File: src/rtl/trig_burst_ctrl_pkg.sv
// Shared definitions for the triggered burst controller.
//   CntWDefault : default width of the delay/burst counters and config inputs.
//   state_e     : controller state encoding (3-bit).
package trig_burst_ctrl_pkg;

  localparam int unsigned CntWDefault = 16;

  typedef enum logic [2:0] {
    StIdle  = 3'd0,
    StArmed = 3'd1,
    StDelay = 3'd2,
    StBurst = 3'd3,
    StDone  = 3'd4
  } state_e;

endpackage

File: src/rtl/trig_edge_sync.sv
// Trigger conditioning: synchronizer chain, polarity XOR and active-edge detect.
//   clock    in  system clock
//   reset    in  asynchronous active-low reset
//   trig_in  in  raw asynchronous trigger
//   pol_load in  latch pol_in as the active polarity and reload the edge history
//   pol_in   in  polarity to latch (0 = rising active, 1 = falling active)
//   edge_det out active edge seen this cycle (combinational from flops)
// An edge is reported when the polarized synchronizer output is high while the
// history flop (last cycle's polarized level) is low. On pol_load the history
// takes the current level under the new polarity, so an already-active level
// does not look like an edge.
module trig_edge_sync #(
  parameter int unsigned SYNC_STAGES = 2
) (
  input  logic clock,
  input  logic reset,
  input  logic trig_in,
  input  logic pol_load,
  input  logic pol_in,
  output logic edge_det
);

  logic [SYNC_STAGES-1:0] sync_q;
  logic                   pol_q;
  logic                   hist_q;
  logic                   level;

  assign level    = sync_q[SYNC_STAGES-1] ^ pol_q;
  assign edge_det = level & ~hist_q;

  always_ff @(posedge clock or negedge reset) begin
    if (!reset) begin
      sync_q <= '0;
      pol_q  <= 1'b0;
      hist_q <= 1'b0;
    end else begin
      sync_q <= {sync_q[SYNC_STAGES-2:0], trig_in};
      if (pol_load) begin
        pol_q  <= pol_in;
        hist_q <= sync_q[SYNC_STAGES-1] ^ pol_in;
      end else begin
        hist_q <= level;
      end
    end
  end

endmodule

File: src/rtl/trig_burst_ctrl.sv
// Triggered burst controller for a waveform generator.
//   clock, reset            system clock, asynchronous active-low reset
//   trig_in, pn_sel         raw trigger and its active polarity
//   arm, abort, auto_rearm  control requests
//   delay_cnt, burst_len    config, latched on arm (burst_len 0 = continuous)
//   wave_wrap               generator end-of-period pulse
//   gen_en, gen_rst         generator enable and one-cycle phase reset
//   armed, trig_det, trig_miss, done, burst_cnt  status (all registered)
// Trig_det rises on the (SYNC_STAGES+1)-th rising clock edge counting the one
// that first samples the active trigger level. Gen_rst follows trig_det by
// delay_cnt cycles and gen_en rises one cycle after gen_rst.
module trig_burst_ctrl
  import trig_burst_ctrl_pkg::*;
#(
  parameter int unsigned CNT_W       = CntWDefault,
  parameter int unsigned SYNC_STAGES = 2
) (
  input  logic             clock,
  input  logic             reset,
  input  logic             trig_in,
  input  logic             pn_sel,
  input  logic             arm,
  input  logic             abort,
  input  logic             auto_rearm,
  input  logic [CNT_W-1:0] delay_cnt,
  input  logic [CNT_W-1:0] burst_len,
  input  logic             wave_wrap,
  output logic             gen_en,
  output logic             gen_rst,
  output logic             armed,
  output logic             trig_det,
  output logic             trig_miss,
  output logic             done,
  output logic [CNT_W-1:0] burst_cnt
);

  state_e           state_q;
  logic [CNT_W-1:0] delay_q;
  logic [CNT_W-1:0] len_q;
  logic             rearm_q;
  logic [CNT_W-1:0] dcnt_q;
  logic             pol_load;
  logic             edge_det;

  assign pol_load = (state_q == StIdle) && arm && !abort;

  trig_edge_sync #(
    .SYNC_STAGES(SYNC_STAGES)
  ) u_edge_sync (
    .clock   (clock),
    .reset   (reset),
    .trig_in (trig_in),
    .pol_load(pol_load),
    .pol_in  (pn_sel),
    .edge_det(edge_det)
  );

  always_ff @(posedge clock or negedge reset) begin
    if (!reset) begin
      state_q   <= StIdle;
      delay_q   <= '0;
      len_q     <= '0;
      rearm_q   <= 1'b0;
      dcnt_q    <= '0;
      gen_en    <= 1'b0;
      gen_rst   <= 1'b0;
      armed     <= 1'b0;
      trig_det  <= 1'b0;
      trig_miss <= 1'b0;
      done      <= 1'b0;
      burst_cnt <= '0;
    end else begin
      gen_rst   <= 1'b0;
      trig_det  <= 1'b0;
      trig_miss <= 1'b0;
      done      <= 1'b0;
      if (abort) begin
        state_q <= StIdle;
        gen_en  <= 1'b0;
        armed   <= 1'b0;
      end else begin
        unique case (state_q)
          StIdle: begin
            if (arm) begin
              delay_q   <= delay_cnt;
              len_q     <= burst_len;
              rearm_q   <= auto_rearm;
              burst_cnt <= '0;
              armed     <= 1'b1;
              state_q   <= StArmed;
            end
          end
          StArmed: begin
            if (edge_det) begin
              trig_det  <= 1'b1;
              armed     <= 1'b0;
              burst_cnt <= '0;
              dcnt_q    <= delay_q;
              gen_rst   <= (delay_q == '0);
              state_q   <= StDelay;
            end
          end
          StDelay: begin
            if (edge_det) trig_miss <= 1'b1;
            // Count reaching zero fires gen_rst; the following cycle starts the burst.
            if (dcnt_q == '0) begin
              gen_en  <= 1'b1;
              state_q <= StBurst;
            end else begin
              dcnt_q  <= dcnt_q - 1'b1;
              gen_rst <= (dcnt_q == CNT_W'(1));
            end
          end
          StBurst: begin
            if (edge_det) trig_miss <= 1'b1;
            if (wave_wrap) begin
              if ((len_q != '0) && (burst_cnt == len_q - 1'b1)) begin
                burst_cnt <= len_q;
                gen_en    <= 1'b0;
                done      <= 1'b1;
                state_q   <= StDone;
              end else begin
                burst_cnt <= burst_cnt + 1'b1;
              end
            end
          end
          StDone: begin
            armed   <= rearm_q;
            state_q <= rearm_q ? StArmed : StIdle;
          end
          default: state_q <= StIdle;
        endcase
      end
    end
  end

endmodule
File: config.mk
export PLATFORM = sky130hd
export DESIGN_NAME = trig_burst_ctrl
export DESIGN_NICKNAME = d
export VERILOG_FILES = /design/src/rtl/trig_burst_ctrl_pkg.sv /design/src/rtl/trig_edge_sync.sv /design/src/rtl/trig_burst_ctrl.sv
export SDC_FILE = /design/constraint.sdc
export NUM_CORES = 1
export LEC_CHECK = 0
export CAP_MARGIN = 5
export CORE_ASPECT_RATIO = 2
export CORE_MARGIN = 2
export CORE_UTILIZATION = 56
export DETAILED_ROUTE_END_ITERATION = 16
export GPL_TIMING_DRIVEN = 0
export MAX_ROUTING_LAYER = met4
export PLACE_DENSITY_LB_ADDON = 0.15
export SKIP_CTS_REPAIR_TIMING = 1
export SLEW_MARGIN = 20
export SYNTH_ARGS = -nofsm -noshare
export SYNTH_HDL_FRONTEND = slang
export SYNTH_SLANG_ARGS = --single-unit
File: constraint.sdc
create_clock -name clock -period 3.6 [get_ports clock]
set_clock_uncertainty 0.1 [all_clocks]
set_input_delay 0.72 -clock clock [delete_from_list [all_inputs] [get_ports clock]]
set_output_delay 0.72 -clock clock [all_outputs]
set_load 0.01 [all_outputs]
=== Word-level counts from Yosys, hierarchy flattened ===
Index checks and enable logic that the tools add are counted.

* Bitwise logic cells: 5
* Muxes and demuxes: 39
* Reduce and logical (&&, ||, !) cells: 19
* Add/sub/neg operators: 3
* Eq/ne operators: 15

{| class="wikitable"
|+ Operators by type and width
! kind !! number
|-
| $mux 16 || 6
|-
| $pmux 16 s3 || 1
|-
| $logic_not 16->1 || 2
|-
| $pmux 16 s2 || 1
|-
| $sub 16x1->16 const B || 2
|-
| $mux 1 || 21
|-
| $mux 3 || 6
|-
| $add 16x1->16 const B || 1
|-
| $eq 16x1->1 const B || 1
|-
| $eq 16x16->1 || 1
|-
| $reduce_bool 16->1 || 1
|-
| $ne 3x3->1 const B || 5
|-
| $pmux 3 s5 || 1
|-
| $reduce_and 5->1 || 2
|-
| $ne 2x2->1 const B || 4
|-
| $reduce_and 4->1 || 2
|-
| $eq 3x2->1 const B || 2
|-
| $reduce_and 3->1 || 2
|-
| $reduce_bool 3->1 || 2
|-
| $pmux 1 s2 || 2
|-
| $reduce_bool 4->1 || 1
|-
| $eq 3x1->1 const B || 1
|-
| $eq 3x3->1 const B || 1
|-
| $logic_and 1x1->1 || 3
|-
| 8 further kinds || 10
|}

* Output and inout bits: 22
* Flip-flop bits (word level): 78

=== Longest topological paths before layout ===
* Word-level depth: 7
* Mapped depth: 10
* Mapped depth without buffers: 9

=== Cells and area by module ===
Synthesis repeated with hierarchy kept, for this count alone.

* Cell total of the unflattened synthesis: 493
* Area total of the unflattened synthesis: 4642.0 um2

{| class="wikitable"
|+ Modules (own cells, without submodules)
! module !! sequential area each (um2) !! area an instance (um2) !! cells each !! times used
|-
| trig_burst_ctrl || 1851.8 || 4505.6 || 485 || 1
|-
| trig_edge_sync || 100.1 || 136.4 || 8 || 1
|}

=== Worst setup path after synthesis ===
Ideal clock, no wire load.

* Kind: register to register
* Start: register len_q[7]
* End: register gen_en
* Stages on the path, launching flop included: 10
* Path buffers: 2
* Library setup time: 0.124 ns
* Data required time: 3.376 ns
* Setup slack: 0.849 ns
* Data arrival time: 2.528 ns
* Path through: dfrtp_1 -> buf_6 -> or4_4 -> nor4b_4 -> nand4_1 -> a22oi_2 -> nand2_2 -> or3_1 -> buf_6 -> o31a_1

* Cells in the longest elaborated chain, start to end: 5

{| class="wikitable"
|+ Ends and longest elaborated chain
! element !! line !! RTL
|-
| start, declared || trig_burst_ctrl.sv:39 || <nowiki>logic [CNT_W-1:0] len_q;</nowiki>
|-
| start signal, assigned || trig_burst_ctrl.sv:86 || <nowiki>len_q <= burst_len;</nowiki>
|-
| $sub 16x1->16 || trig_burst_ctrl.sv:117 || <nowiki>if ((len_q != '0) && (burst_cnt == len_q - 1'b1)) begin</nowiki>
|-
| $eq 16x16->1 || trig_burst_ctrl.sv:117 ||
|-
| $logic_and 1x1->1 * || trig_burst_ctrl.sv:117 ||
|-
| $ne 3x3->1 (no source line) * || - ||
|-
| $reduce_and 4->1 (no source line) * || - ||
|-
| end signal, assigned || trig_burst_ctrl.sv:79 || <nowiki>gen_en <= 1'b0;</nowiki>
|-
| end signal, assigned || trig_burst_ctrl.sv:107 || <nowiki>gen_en <= 1'b1;</nowiki>
|-
| end signal, assigned || trig_burst_ctrl.sv:119 || <nowiki>gen_en <= 1'b0;</nowiki>
|-
| end, declared || trig_burst_ctrl.sv:28 || <nowiki>output logic gen_en,</nowiki>
|}

Every way passes the cells marked *; elsewhere a longest branch is shown, timed or not.
A chain may end at the register's enable or synchronous reset.

=== Final worst setup path ===
* Start: input port wave_wrap
* End: register burst_cnt[13]

* Cells in the longest elaborated chain, start to end: 2

{| class="wikitable"
|+ Ends and longest elaborated chain
! element !! line !! RTL
|-
| start, declared || trig_burst_ctrl.sv:27 || <nowiki>input logic wave_wrap,</nowiki>
|-
| $ne 2x2->1 (no source line) || - ||
|-
| $reduce_and 5->1 (no source line) || - ||
|-
| end signal, assigned || trig_burst_ctrl.sv:118 || <nowiki>burst_cnt <= len_q;</nowiki>
|-
| end signal, assigned || trig_burst_ctrl.sv:123 || <nowiki>burst_cnt <= burst_cnt + 1'b1;</nowiki>
|-
| end, declared || trig_burst_ctrl.sv:34 || <nowiki>output logic [CNT_W-1:0] burst_cnt</nowiki>
|}

No other way between the ends.

==> reports/metrics.cfg <==
[finish]
stdcell_area_um2 = 5770
drive_gt1_share_pct = 13.1
utilization_pct = 70.0
nets = 618
final_cells = 676
area_delta_synth_final_pct = 22.4
diodes = 0

[timing]
rsz0062_at_grt = false
slew_headroom_pct = 41.5
fin_crit_sh_pct = 90.8
holdWs_ns = 0.242
drv_slew = 0
max_freq_mhz = 306
period_needed_ns = 3.27
hold_violations = 0
setup_tns_ns = 0
finalSetupViolCount = 0
tightest_slew_ns = 0.871
finalWorstSetupSlack_ns = 0.333

[floorplan]
die_w_um = 68.9
die_h_um = 134
io_pins = 62
start_util_pct = 57.2
die_area_um2 = 9210
core_area_um2 = 8230
rows = 47

[yosys]
synth_common_cells = 78 x dfrtp_1, 42 x nand2_1, 34 x mux2_2
synth_cell_types = 65
async_flop_share_pct = 100
synth_compound_area_share_pct = 16.7
ys.flop_type = dfrtp_1
postSynthAreaPerCell_um2 = 9.42
yosysWarnings = 0
syn_area_um2 = 4710
syn-num-nets = 545
netlist_instances = 500
synth_area_leaders = dfrtp_1 41%, mux2_2 8.1%, nand2_1 3.3%
synth_top_family_by_area = simple AND/OR/NAND/NOR gates
synth_fa_ha_area_share_pct = 1.33
synthSimpleGateAreaFrac_pct = 24.3
synthXorXnorAreaFrac_pct = 3.35
synth_top_area_cell = dfrtp_1
ys_seq_elements = 78
synth-edff-count = 0
yosysSeqAreaShare_pct = 41.4
synth_top_area_share_pct = 41.4
post-synth-top-count-cell = dfrtp_1
muxShareOfSynthArea_pct = 8.76

[place]
place_area_um2 = 5460
pre_cts_ws_ns = 0.0675
dpl.cell_count = 660
place_congestion = 0.942
port-buffer-count = 61
dp_hpwl_mm = 10.5

[worst_setup_path]
worstPathCellList = clkdlybuf4s50_1 -> nand2_1 -> nor3_1 -> clkbuf_1 -> clkbuf_1 -> nand2_1 -> nor4_1 -> a211o_1
crit_required_ns = 3.78
slowest_stage = nor3_1
crit_path_start_kind = input pin
crit_type = input pin to flop
path_delay_family = buffers and inverters
endpoint_kind = flop
r2r_end = burst_cnt[12]
r2r_cells = 9
cp_data_arrival_time_ns = 3.45
cp.buffers_inverters = 3
path_max_fanout = 10
reg2reg_setup_slack_ns = 0.45
critical_path.max_stage_delay_ns = 0.69
rr_startpoint = len_q[3]

[route]
avgViaCountPerCell = 6.50
drtIter0Drc = 413
wl_mm = 13.9
drc_errors = 0
vias = 4396
wl_per_cell_um = 20.6
dr.pass1.iters = 5
drtAntennaViolNets = 0

[global_route]
grt_util_all_layers_pct = 33.4
grt_pass1_wl_mm = 22.0
grt_pass1_vias = 4415
grt_max_degree = 43
gr-total-overflow = 0
antenna_found_initial = 0

[power]
power_mw = 3.82
powerDensity_nw_per_um2 = 662
ir_drop_mv = 0.485
p_leak_nw = 2.28

[clock_tree]
clockRootBuffer = clkbuf_16
cts_max_path_buffers = 2
cts_tree = built
cts_num_sinks = 78
path_clk_slew_ns = 0.06
numCtsBuffers = 9
htree_num_levels = 3
clk_latency_ns = 0.34

[min_path]
hp-class = input pin to async pin

[run]
cap_violations = 0

[run_status]
outcome = finished, final reports clean

-- area by class of cell --
type	instances	area, µm²
plain buffers	33	154
repair buffers	62	628
multi-input cells	378	2560
fillers	688	2470
clock inverters	7	78.8
inverters	11	41.3
flip-flops and latches	78	1950
clock buffers	9	225
well taps	98	123
-- power breakdown --
part	internal (mW)	switching [mW]
Sequential	1.17	0.405
Clock	0.545	0.394
Combinational	0.598	0.713
Total	2.31	1.51
-- worst reg2reg max path, delay by kind of cell, from the launching register on --
kind                   cells  cell delay [ns]
AND/OR/NAND/NOR            5             1.48
buffers and inverters      2             0.42
flip-flops                 1             0.46
AO/OA/AOI/OAI              2             0.57
-- per-layer routing --
layer / up-vias / global-route usage [%] / wire length [µm]
met4: 0 / 24.6 / 1100
li1: 2011 / - / -
met5: - / - / 0
met3: 73 / 4.39 / 549
met2: 188 / 57.1 / 7670
met1: 2124 / 32.4 / 4580
-- state kept, by name, summed over array words and instances, names as in the netlist --
register            flops
armed                   1
burst_cnt              16
dcnt_q                 16
delay_q                16
done                    1
gen_en                  1
gen_rst                 1
len_q                  16
rearm_q                 1
state_q                 3
trig_det                1
trig_miss               1
u_edge_sync.hist_q      1
u_edge_sync.pol_q       1
u_edge_sync.sync_q      2
-- worst max-delay path by stage --
stage	depth (start not counted)	end	slack [ns]	startpoint
3_5_place_dp	8	burst_cnt[13]	0.07	wave_wrap
6_report	8	burst_cnt[13]	0.33	wave_wrap
4_1_cts	8	burst_cnt[13]	0.42	wave_wrap
5_1_grt	8	burst_cnt[13]	0.21	wave_wrap
3_3_place_gp	1	delay_q[5]	-1.03	reset
2_1_floorplan	9	gen_en	0.85	len_q[7]
-- logic make-up after synthesis --
kind of cell             Yosys count
AND/OR/NAND/NOR                  209
AO/OA/AOI/OAI                    109
adder cells (fa/ha/maj)            5
multiplexers                      37
flip-flops                        78
buffers and inverters             44
XOR/XNOR                          18
-- cell usage in the layout (no fill, tap or decap), types with 11 or more instances in the layout --
cell | synthesis | layout
a21oi_1 | 24 | 24
and3_1 | 18 | 18
clkbuf_1 | 26 | 26
clkdlybuf4s50_1 | 0 | 60
dfrtp_1 | 78 | 78
inv_1 | 11 | 11
mux2_2 | 34 | 34
nand2_1 | 42 | 42
nand3_1 | 16 | 16
nor2_1 | 30 | 30
nor3_1 | 27 | 27
nor4_1 | 21 | 21
o21ai_0 | 19 | 19
Note: power is estimated with default switching activity, not from simulation.
==> RTL edit: new RTL, same settings <==
Register the output `done` once more, with the module's reset; this adds one clock of latency there. The other outputs are not delayed to match. Comments in the files are not updated.
--- a/src/rtl/trig_burst_ctrl.sv
+++ b/src/rtl/trig_burst_ctrl.sv
@@ -35,4 +35,6 @@
 );
 
+  logic done_s0;
+
   state_e           state_q;
   logic [CNT_W-1:0] delay_q;
@@ -68,5 +70,5 @@
       trig_det  <= 1'b0;
       trig_miss <= 1'b0;
-      done      <= 1'b0;
+      done_s0   <= 1'b0;
       burst_cnt <= '0;
     end else begin
@@ -74,5 +76,5 @@
       trig_det  <= 1'b0;
       trig_miss <= 1'b0;
-      done      <= 1'b0;
+      done_s0   <= 1'b0;
       if (abort) begin
         state_q <= StIdle;
@@ -118,5 +120,5 @@
                 burst_cnt <= len_q;
                 gen_en    <= 1'b0;
-                done      <= 1'b1;
+                done_s0   <= 1'b1;
                 state_q   <= StDone;
               end else begin
@@ -135,3 +137,11 @@
   end
 
+  always_ff @(posedge clock or negedge reset) begin
+    if (!reset) begin
+      done <= '0;
+    end else begin
+      done <= done_s0;
+    end
+  end
+
 endmodule
Formal check against the unedited RTL: not equivalent (Yosys sat finds a counterexample within 10 cycles, from zero or initial values and one cycle with reset low).
==> RTL edit against the unedited design <==
- design area decreased by 2.6%
- first-iteration DRC count decreased by 27%
- total power increased by 1.5%
- critical path depth increased by 2
- combinational power increased by 4%
- sequential share of layout area increased by 1.4 points
- sequential cell count increased by 1
- maximum frequency increased by 0.34%
- utilization increased by 1.2 points
- setup slack improved by 11 ps
- critical path type is now flip-flop to flip-flop
- critical endpoint is now burst_cnt[2]
- area after synthesis decreased by 3.5%
- routed wire length decreased by 9.3%
- sequential power decreased by 3%
- worst hold slack got worse by 67 ps
==> RTL edit: results (changes against the unedited design) <==
metric	value	unit	change
critPathLaunch	len_q[4]		was wave_wrap
dp_hpwl	9170	um	was 10500 um
grt_max_degree	59		was 43
wl_met2	7160	um	was 7670 um
outcome	completed		unchanged
wl_met1	4260	um	was 4580 um
synthTopCellsByArea	dfrtp_1, mux2_2, nor2_1		was dfrtp_1, mux2_2, nand2_1
drtIter0Drc	300		was 413
holdWs	175	ps	was 242 ps
irDropWorstVdd	522	uV	was 485 uV
use_met2	54.0	%	was 57.1%
synth_nets	528		was 545
gp_congestion	0.943		was 0.942
synth_cell_types	54		was 65
p_leak	2.27	nW	was 2.28 nW
grt.total_usage	31.1	%	was 33.4%
r2r_slack	340	ps	was 450 ps
crit_arrival	3360	ps	was 3450 ps
grt_pass1_wl	20000	um	was 22000 um
use_met3	5.31	%	was 4.39%
fmax	307	MHz	was 306 MHz
avgViaCountPerCell	6.26		was 6.50
place_ws	233	ps	was 67.5 ps
max_slew_margin	39.6	%	was 41.5%
io_buffers	60		was 61
drive_gt1_share	11.4	%	was 13.1%
synthesis.area_per_instance	9.41	um2	was 9.42 um2
-- RTL edit: cell type report --
type                            instances  share of cell area (%)
Clock inverter                          5                    1.45
Buffer                                 27                    2.41
Multi-Input combinational cell        359                    42.1
Tap cell                               96                    2.14
Inverter                               18                    1.20
Sequential cell                        79                    35.2
Clock buffer                           11                    4.32
Timing Repair Buffer                   61                    11.1
-- RTL edit: where the power goes --
part | total (W) | switching (W) | leakage, nW | internal (W)
registers | 0.00153 | 0.000332 | 0.981 | 0.00119
logic | 0.00136 | 0.000747 | 1.14 | 0.000617
clock network | 0.000990 | 0.000364 | 0.156 | 0.000626
total | 0.00388 | 0.00144 | 2.27 | 0.00244
-- RTL edit: per-stage QoR --
stage	util, %	total power, W
finish	71.2	0.00388
global route	71.2	0.00409
CTS	71.2	0.00386
detailed placement	67.1	0.00287
global placement	66.8	0.00278
floorplan	-	0.00243
-- RTL edit: final timing paths --
kind,cells after the start,endpoint
min in group clock,0,u_edge_sync.sync_q[1]
max in group asynchronous,2,delay_q[7]
max reg2reg,10,burst_cnt[2]
max,10,burst_cnt[2]
min,1,done
min reg2reg,0,u_edge_sync.sync_q[1]
-- RTL edit: cells by family (layout without fill, tap and decap cells) --
family	after synthesis	in the layout	synth area share (%)
AO/OA/AOI/OAI	108	108	14.8
XOR/XNOR	19	19	3.66
AND/OR/NAND/NOR	176	176	20.1
multiplexers	51	51	12.2
adder cells (fa/ha/maj)	5	5	1.38
flip-flops	79	79	43.5
buffers and inverters	45	122	4.46
-- RTL edit: worst reg2reg max path, stage by stage (launching register included) --
cell and delay (ps):
dfrtp_1 350, buf_2 170, or3_1 480, clkbuf_1 260, nor4_1 310, nand3_1 160
a2111oi_2 490, nand4_4 240, buf_2 270, a21oi_1 180, o22ai_1 110
